==> src/rtl/sample_wr_ctrl.sv <==
// sample_wr_ctrl: write-side controller for the interpolation filter's circular sample RAM
module sample_wr_ctrl #(
  parameter int ADDR_W      = 8,
  parameter int DATA_W      = 16,
  parameter int PRIME_DEPTH = 25
) (
  input  logic              clk,
  input  logic              rst_n,
  input  logic              s_valid,
  input  logic [DATA_W-1:0] s_data,
  output logic              s_ready,
  input  logic              rd_advance,
  input  logic              err_clr,
  output logic              wr_en,
  output logic [ADDR_W-1:0] wr_addr,
  output logic [DATA_W-1:0] wr_data,
  output logic              rd_en,
  output logic [ADDR_W:0]   fill_level,
  output logic              underflow_err
);
  localparam logic [ADDR_W:0] DEPTH_L = {1'b1, {ADDR_W{1'b0}}};
  localparam logic [ADDR_W:0] PRIME_L = (ADDR_W+1)'(PRIME_DEPTH);
  typedef enum logic [1:0] {FILL, RUN, STARVE} state_t;
  state_t state, state_nx;
  logic [ADDR_W-1:0] wr_ptr;
  logic accept, consume, underflow;
  always_ff @(posedge clk)
    if (!rst_n) state <= FILL;
    else state <= state_nx;
  always_comb begin
    state_nx = (state == RUN) ? (underflow ? STARVE : RUN)
             : (fill_level >= PRIME_L) ? RUN : state;
  end
  // rd_en decodes the state register, so it rises on the edge that enters RUN
  always_comb begin
    rd_en     = (state == RUN);
    s_ready   = (fill_level < DEPTH_L);
    accept    = s_valid & s_ready;
    consume   = rd_advance & rd_en & (fill_level != '0);
    underflow = rd_advance & rd_en & (fill_level == '0);
  end
  always_ff @(posedge clk)
    if (!rst_n) begin
      wr_en         <= 1'b0;
      wr_addr       <= '0;
      wr_data       <= '0;
      wr_ptr        <= '0;
      fill_level    <= '0;
      underflow_err <= 1'b0;
    end else begin
      wr_en <= accept;
      if (accept) begin
        wr_addr <= wr_ptr;
        wr_data <= s_data;
        wr_ptr  <= wr_ptr + 1'b1;
      end
      fill_level    <= (accept && !consume) ? fill_level + 1'b1
                     : (consume && !accept) ? fill_level - 1'b1 : fill_level;
      underflow_err <= underflow | (underflow_err & ~err_clr);
    end
endmodule

==> config.mk <==
export PLATFORM = sky130hd
export DESIGN_NAME = sample_wr_ctrl
export DESIGN_NICKNAME = d
export VERILOG_FILES = /design/src/rtl/sample_wr_ctrl.sv
export SDC_FILE = /design/constraint.sdc
export NUM_CORES = 1
export LEC_CHECK = 0
export ABC_AREA = 1
export CAP_MARGIN = 20
export CORE_MARGIN = 4
export CORE_UTILIZATION = 51
export DETAILED_ROUTE_END_ITERATION = 10
export PLACE_DENSITY = 0.84
export SLEW_MARGIN = 25
export SYNTH_ARGS = -nofsm -noshare
export SYNTH_HDL_FRONTEND = slang
export SYNTH_SLANG_ARGS = --single-unit
export TNS_END_PERCENT = 100
==> constraint.sdc <==
create_clock -name clk -period 5.2 [get_ports clk]
set_clock_uncertainty 0.05 [all_clocks]
set_input_delay 1.04 -clock clk [delete_from_list [all_inputs] [get_ports clk]]
set_output_delay 1.04 -clock clk [all_outputs]
set_load 0.05 [all_outputs]
; ---- Word level (Yosys, flattened, before mapping)
; Cells that the tools add are included.
[classes]
n_bitwise = 7
n_div = 0
addsub = 3
shifts = 0
eq_ne = 1
order_cmp = 2
mux = 5
multipliers = 0
reduce_logical = 8
[op_table]
columns = op, n
row1 = $mux 9, 2
row2 = $add 9x1->9 const B, 1
row3 = $ge 9x5->1 const B, 1
row4 = $logic_not 9->1, 1
row5 = $lt 9x9->1 const B, 1
row6 = $reduce_bool 9->1, 1
row7 = $sub 9x1->9 const B, 1
row8 = $add 8x1->8 const B, 1
row9 = $mux 2, 3
row10 = $and 1x1->1, 5
row11 = $reduce_bool 2->1, 2
row12 = $eq 2x1->1 const B, 1
row13 = $logic_and 1x1->1, 2
row14 = $logic_not 1->1, 2
row15 = $not 1->1, 1
row16 = $or 1x1->1, 1
[totals]
out_inout_bits = 37
ff_bits = 45
latchBits = 0
ramBits = 0
inputBits = 21
wordCells = 33
mem_count = 0
mem_bits_ro = 0

; ---- Logic depth before layout (Yosys ltp)
; Gate-level depths: netlist of run 1.
[depth]
ltp_word = 6
ltp_mapped = 16
mapped_depth_nobuf = 16

; ---- Least setup slack after synthesis of run 1
; Ideal clock, no wire load.
[synth_path]
path_kind = input port to flip-flop
from = input s_valid
to = register fill_level[7]
path_slack_ns = 2.453
arrival_time_ns = 2.588
path_buffers = 1
setup_time_ns = 0.109
required_time_ns = 5.041
cell_stages = 13
cell_sequence = inv_2 -> nor2_4 -> buf_2 -> ha_1 -> inv_1 -> ha_1 -> or2_1 -> nand3_1 -> nand2_1 -> nand2_1 -> nand3_1 -> nand2_1 -> inv_1
[synth_between]
elab_chain_cells = 4
elab_cells_between_ends = 6
classes_between = mux: 1 / bitwise: 1 / reduce/logical: 4
[synth_lines]
columns = element, line_no
row1 = start: declaration, 9  ; input logic s_valid,
row2 = $and 1x1->1 (*), 38  ; accept = s_valid & s_ready;
row3 = named net accept, 26  ; logic accept, consume, underflow;
row4 = $logic_not 1->1, 58  ; : (consume && !accept) ? fill_level - 1'b1 : fill_level;
row5 = $logic_and 1x1->1, 58
row6 = $reduce_bool 2->1 (no source line), -
row7 = end signal: assignment, 57  ; fill_level <= (accept && !consume) ? fill_level + 1'b1
row8 = end: declaration, 18  ; output logic [ADDR_W:0] fill_level,
; Mark *: on every way through the listed nets, which the timed path passes. The rest lies on a longest branch.
; A chain may end at the register's enable or synchronous reset.

; ---- Worst setup path after layout of run 1
[layout_path]
from = input s_valid
to = register fill_level[7]
[layout_between]
elab_chain_cells = 4
elab_cells_between_ends = 6
classes_between = mux: 1 / bitwise: 1 / reduce/logical: 4
[layout_lines]
columns = element, line_no
row1 = $and 1x1->1 (*), 38
row2 = $logic_not 1->1, 58
row3 = $logic_and 1x1->1, 58
row4 = $reduce_bool 2->1 (no source line), -
; Mark *: on every way between the ends. The rest lies on a longest branch, timed or not.

==> results.tsv, run 1 <==
stage	metric	value	unit
pwr	Net Sw Power	0.8068	mW
synth	Syn Area/Cell	7.106	um2
global_routing	total global routing overflow	0	
floorplan	Core Region	4000	um2
synth	Yosys top cell by area	dfxtp_1	
global_routing	vias in the first global route	1734	
pwr	worst vdd ir	464.1	uV
finish	area growth from synthesis to layout	33.19	%
timing	Pins Over Slew Limit	0	
detailed_routing	drt initial violations	112	
place	GPL Wtd Cong	0.8451	
pwr	Clk pwr share	15.6	%
detailed_routing	post-route ant nets	0	
timing	Final Critical Period	3539	ps
pwr	Switching Share	47.06	%
synth	largest cells by area after synthesis	dfxtp_1 (43%), nor2_1 (11%), nand2_1 (8.6%), inv_1 (6.1%), ha_1 (5.4%)	
min_path	Hold EP	wr_addr[0]$_SDFFE_PN0P_	
clock_tree	number of CTS-inserted buffers	5	
worst_setup_path	CP endpoint kind	flop	
worst_setup_path	R2R Path End	fill_level[7]$_SDFFE_PN0P_	
worst_setup_path	setup slack, reg-to-reg	2520	ps
pwr	total power	1.714	mW
detailed_routing	vias per cell	4.930	
detailed_routing	met2 WL post-DR	2299	um
detailed_routing	met3 WL	248	um
synth	post-synth cell types	27	
pwr	leakage	1.254	nW
min_path	HP Class	flop to flop	
floorplan	Chip Width	72.22	um
pwr	power per cell area	612.0	nW/um2
clock_tree	Clock Tree Root	clkbuf_8	
floorplan	Die Ht	72.22	um
global_routing	pin count of the biggest net entering global routing	34	
timing	Fmax achieved	0.2826	GHz
clock_tree	CTS max path bufs	2	
clock_tree	Post-CTS Setup Bufs	0	
synth	post-synthesis sequential area ratio	42.83	%
synth	Cells after Synth	296	
pwr	Reg power frac	28.4	%
pwr	combinational share of power	56.0	%
detailed_routing	wire per inst	12.12	um
global_routing	first-pass GRT wire length	7755	um
finish	nets	381	
worst_setup_path	Crit path required time	5340	ps
synth	mapped cell area	2103	um2
synth	Synth top cells by count	nor2_1 (60), nand2_1 (48), dfxtp_1 (45), inv_1 (34), o21ai_0 (20)	
timing	Setup-failing EPs final	0	
worst_setup_path	Crit Path Class	input pin to flop	
synth	number of synthesized flops with an enable pin	0	
worst_setup_path	crit-path max FO	33	
finish	fin cells	401	
finish	proportion of layout cells with a drive suffix above 1	4.274	%
detailed_routing	via count	1977	
min_path	worst hold start	wr_addr[0]$_SDFFE_PN0P_	
place	Placed Cells	393	
clock_tree	hold_buf cts	0	
timing	Worst slew margin	51.39	%
global_routing	initial antenna violation count	0	
run	maxcap violations	0	
pwr	Internal Pwr Total	0.9077	mW
worst_setup_path	Critical Path Start Type	input pin	
floorplan	Top Ports	58	
clock_tree	latest clock arrival within the worst-skew pair	290	ps
global_routing	gr usage total	18.58	%
clock_tree	CTS resizes	0	
floorplan	die footprint	5216	um2
floorplan	Initial Util	52.58	%
detailed_routing	top sig layer	met4	
floorplan	standard-cell row count	23	
min_path	cell count of the worst hold path	2	
synth	count of state elements after synthesis	45	
synth	most common cell in the netlist	nor2_1	
place	Buffers on Ports	57	
worst_setup_path	worst path arrival time	3680	ps
clock_tree	TritonCTS clock tree	done	
timing	Final Hold Viols	0	
timing	ratio of final minimum period to clock period	68.05	%
synth	Synth async-reset ratio	0	%
finish	# diodes	0	
finish	final core utilization	70.03	%
detailed_routing	routed length on met1	2263	um
worst_setup_path	reg2reg start	fill_level[8]$_SDFFE_PN0P_	
clock_tree	clk sinks	45	
synth	top cell type's share of synthesized area	42.83	%
run_status	status	finished clean	
synth	dominant synthesized flop cell	dfxtp_1	
synth	Yosys warnings	0	
timing	Worst Max-Slew Pin Slew	727.5	ps
timing	post-route setup TNS	0	ps
detailed_routing	1st-pass router iterations	4	
place	DP Wirelength	3377	um
worst_setup_path	Register-to-Register Path Depth	12	
synth	post-synth net total	327	
timing	RSZ-0062 raised after global routing	false	
clock_tree	clock-pin slew on the worst setup and hold paths	80	ps
detailed_routing	wirelength, routed	4860	um
detailed_routing	Remaining DRCs	0	
clock_tree	htree depth	2	
## critical path: stages
cell and delay, ps:
clkdlybuf4s50_1 500, inv_2 60, nor2_4 550, ha_1 310, inv_1 170, ha_1 390, nand2_1 110, inv_1 40
a21oi_1 190, nand2_1 70, nand2_1 60, nand3_1 60, nand2_1 60, inv_1 40
## layout by cell type, fill, tap and decap left out
| master | instances |
|---|---|
| nor2_4 | 1 |
| nor2_1 | 60 |
| dfxtp_1 | 45 |
| bufinv_16 | 1 |
| nand2_2 | 2 |
| buf_2 | 1 |
| o21ai_0 | 20 |
| xnor2_1 | 1 |
| a21oi_1 | 19 |
| nand3b_1 | 1 |
| xor2_1 | 4 |
| inv_1 | 34 |
| nor3_2 | 2 |
| o21ai_1 | 12 |
| nand4_1 | 4 |
| clkbuf_8 | 6 |
| nand3_1 | 14 |
| or2_1 | 2 |
| a31oi_1 | 1 |
| fa_1 | 1 |
| clkbuf_1 | 1 |
| and3_1 | 1 |
| inv_2 | 2 |
| nand2_1 | 48 |
| clkinv_1 | 2 |
| ha_1 | 9 |
| clkdlybuf4s50_1 | 56 |
| nor3_1 | 1 |
## state kept, by name (all words and copies together) (netlist names)
signal	flops
wr_en	1
wr_ptr	8
wr_data	16
state	2
fill_level	9
underflow_err	1
wr_addr	8
## power by group through the flow
stage	logic [mW]	registers [mW]	clock network, mW
finish	0.961	0.487	0.267
global route	1.05	0.500	0.289
CTS	0.960	0.486	0.272
detailed placement	0.958	0.493	0
global placement	0.941	0.493	0
floorplan	0.483	0.715	0
## cell type report
| type | instances | area (um2) |
|---|---|---|
| multi-input cells | 203 | 1013 |
| flip-flops and latches | 45 | 900.9 |
| repair buffers | 57 | 565.5 |
| fillers | 319 | 1199 |
| clock buffers | 7 | 86.33 |
| well taps | 50 | 62.56 |
| inverters | 38 | 142.6 |
| clock inverters | 1 | 30.03 |
## layer usage
metal / up-vias / track usage (%)
met5: - / 0
met4: 0 / 5.846
met3: 4 / 4.155
met2: 47 / 30.54
met1: 883 / 24.22
li1: 1043 / -
## kinds of logic after synthesis
group,count (synthesis),share of synthesized area [%]
XOR/XNOR,5,2.082
adder cells (fa/ha/maj),10,6.306
flip-flops,45,42.83
buffers and inverters,48,8.983
AND/OR/NAND/NOR,136,27.36
AO/OA/AOI/OAI,52,12.43
## through the flow
| stage | hold WS [ps] | cell area, um2 | worst slack [ps] |
|---|---|---|---|
| 2_1_floorplan | 406.3 | 2103 | 2453 |
| 3_3_place_gp | 401.2 | 2690 | 1486 |
| 3_5_place_dp | 410.1 | 2690 | 1376 |
| 4_1_cts | 422.4 | 2806 | 1697 |
| 5_1_grt | 449.6 | 2801 | 1504 |
| 6_report | 421.7 | 2801 | 1661 |
## worst max-delay path by stage
| stage | start | endpoint | slack, ps | cells past startpoint |
|---|---|---|---|---|
| after global placement | s_valid | fill_level[7]$_SDFFE_PN0P_ | 1490 | 14 |
| after detailed placement | s_valid | fill_level[8]$_SDFFE_PN0P_ | 1380 | 14 |
| final | s_valid | fill_level[7]$_SDFFE_PN0P_ | 1660 | 14 |
| after global routing | s_valid | fill_level[7]$_SDFFE_PN0P_ | 1500 | 14 |
| after CTS | s_valid | fill_level[8]$_SDFFE_PN0P_ | 1700 | 14 |
| after floorplan | s_valid | fill_level[7]$_SDFFE_PN0P_ | 2450 | 13 |
Note: power is estimated with default switching activity, not from simulation.
==> run 2: changes to the inputs <==
--- a/config.mk
+++ b/config.mk
@@ -8,9 +8,9 @@
 export ABC_AREA = 1
 export CAP_MARGIN = 20
 export CORE_MARGIN = 4
-export CORE_UTILIZATION = 51
+export CORE_UTILIZATION = 48
 export DETAILED_ROUTE_END_ITERATION = 10
-export PLACE_DENSITY = 0.84
+export PLACE_DENSITY = 0.8
 export SLEW_MARGIN = 25
 export SYNTH_ARGS = -nofsm -noshare
 export SYNTH_HDL_FRONTEND = slang
==> constraint.sdc (replaced) <==
create_clock -name clk -period 3.7 [get_ports clk]
set_clock_uncertainty 0.05 [all_clocks]
set_input_delay 0.74 -clock clk [delete_from_list [all_inputs] [get_ports clk]]
set_output_delay 0.74 -clock clk [all_outputs]
set_load 0.05 [all_outputs]
==> results.tsv, run 2 (synthesis gave the netlist of run 1 again) <==
stage	metric	value	unit
pwr	worst vdd ir	358.1	uV
timing	Worst slew margin	64.95	%
clock_tree	CTS resizes	0	
finish	max FFs per register	16	
clock_tree	htree depth	2	
pwr	leakage	1.260	nW
timing	Final Hold Viols	0	
global_routing	total global routing overflow	0	
global_routing	gr usage total	18.43	%
min_path	HP Class	flop to flop	
detailed_routing	wire per inst	12.16	um
finish	# diodes	0	
detailed_routing	via count	1997	
floorplan	die footprint	5505	um2
worst_setup_path	setup slack, reg-to-reg	1260	ps
global_routing	pin count of the biggest net entering global routing	34	
finish	Top Registers	wr_data x16, fill_level x9	
clock_tree	latest clock arrival within the worst-skew pair	290	ps
timing	Final WS setup	993.7	ps
floorplan	Die Ht	74.20	um
timing	RSZ-0062 raised after global routing	false	
run	maxcap violations	0	
detailed_routing	vias per cell	4.955	
timing	Hold WS	417.5	ps
worst_setup_path	Critical Path Start Type	input pin	
detailed_routing	wirelength, routed	4900	um
worst_setup_path	Crit path required time	3850	ps
worst_setup_path	crit-path max FO	8	
clock_tree	clock-pin slew on the worst setup and hold paths	80	ps
place	Buffers on Ports	57	
finish	proportion of layout cells with a drive suffix above 1	4.533	%
finish	fin cells	403	
timing	Pins Over Slew Limit	0	
worst_setup_path	worst path arrival time	2860	ps
detailed_routing	1st-pass router iterations	4	
clock_tree	Post-CTS Setup Bufs	0	
floorplan	Initial Util	51.11	%
finish	commonest cells after routing, fill and taps aside	nor2_1 (60), clkdlybuf4s50_1 (57), nand2_1 (48), dfxtp_1 (45), inv_1 (34)	
clock_tree	number of CTS-inserted buffers	5	
timing	Fmax achieved	0.3695	GHz
clock_tree	Clock Tree Root	clkbuf_8	
finish	Non-Filler Cell Area, Final	2816	um2
floorplan	standard-cell row count	23	
place	Placed Cells	395	
finish	most common cell after layout, fill and taps aside	nor2_1	
clock_tree	hold_buf cts	0	
global_routing	initial antenna violation count	0	
floorplan	Top Ports	58	
global_routing	vias in the first global route	1862	
finish	area growth from synthesis to layout	33.91	%
pwr	power per cell area	858.0	nW/um2
global_routing	first-pass GRT wire length	7948	um
place	Area after DPL	2705	um2
floorplan	Core Region	4115	um2
detailed_routing	drt initial violations	58	
finish	final core utilization	68.44	%
timing	Worst Max-Slew Pin Slew	524.1	ps
finish	Top reg by flops	wr_data	
place	DP Wirelength	3590	um
clock_tree	clk sinks	45	
finish	nets	383	
timing	post-route setup TNS	0	ps
timing	Setup-failing EPs final	0	
place	pre-CTS setup slack	684.8	ps
run_status	status	finished clean	
place	GPL Wtd Cong	0.9069	
timing	ratio of final minimum period to clock period	73.14	%
worst_setup_path	CP endpoint kind	flop	
floorplan	Chip Width	74.20	um
worst_setup_path	Crit Path Class	input pin to flop	
detailed_routing	post-route ant nets	0	
clock_tree	TritonCTS clock tree	done	
timing	Final Critical Period	2706	ps
pwr	total power	2.417	mW
clock_tree	CTS max path bufs	2	
detailed_routing	Remaining DRCs	0	
## run 2: changes by cell type in the layout (fill, tap and decap cells not counted), sizes merged
cell           before  now
clkbuf              7    6
clkinv              2    3
clkdlybuf4s50      56   57
buf                 1    2
## run 2: area by class of cell
type	instances	area, um2
Fill cell	391	1299
Inverter	38	142.6
Clock inverter	2	38.79
Tap cell	50	62.56
Clock buffer	6	72.57
Sequential cell	45	900.9
Multi-Input combinational cell	203	1013
Timing Repair Buffer	59	585.6
## run 2: path summary, 6_finish.rpt
| path | start | endpoint | cells past startpoint |
|---|---|---|---|
| worst min register to register | underflow_err$_SDFF_PN0_ | underflow_err$_SDFF_PN0_ | 2 |
| worst min-delay path | underflow_err$_SDFF_PN0_ | underflow_err$_SDFF_PN0_ | 2 |
| worst max-delay path | rd_advance | fill_level[7]$_SDFFE_PN0P_ | 15 |
| worst max register to register | fill_level[8]$_SDFFE_PN0P_ | fill_level[8]$_SDFFE_PN0P_ | 16 |
## run 2: critical path, cell delays in order
cell and delay, ps:
clkdlybuf4s50_1 460, inv_1 40, nor2_1 130, nand2_1 70
ha_1 200, inv_1 230, ha_1 340, nand2_1 120
inv_1 40, a21oi_1 190, nand2_1 70, nand2_1 60
nand3_1 60, nand2_1 70, inv_1 40
## run 2: power by group
part	switching (mW)	total [mW]	internal [mW]	leakage [nW]
combinational	0.894	1.37	0.471	0.834
clock	0.166	0.369	0.203	0.0554
sequential	0.0923	0.682	0.590	0.371
total	1.15	2.42	1.26	1.26
## run 2: per-layer routing
metal / wire length [um] / part of all wire (%) / vias up / GRT usage (%)
li1: - / - / 1048 / -
met1: 2110 / 43 / 902 / 20.68
met2: 2470 / 50 / 38 / 33.96
met3: 241 / 4.9 / 9 / 3.919
met4: 77 / 1.6 / 0 / 6.841
met5: 0 / 0 / - / 0
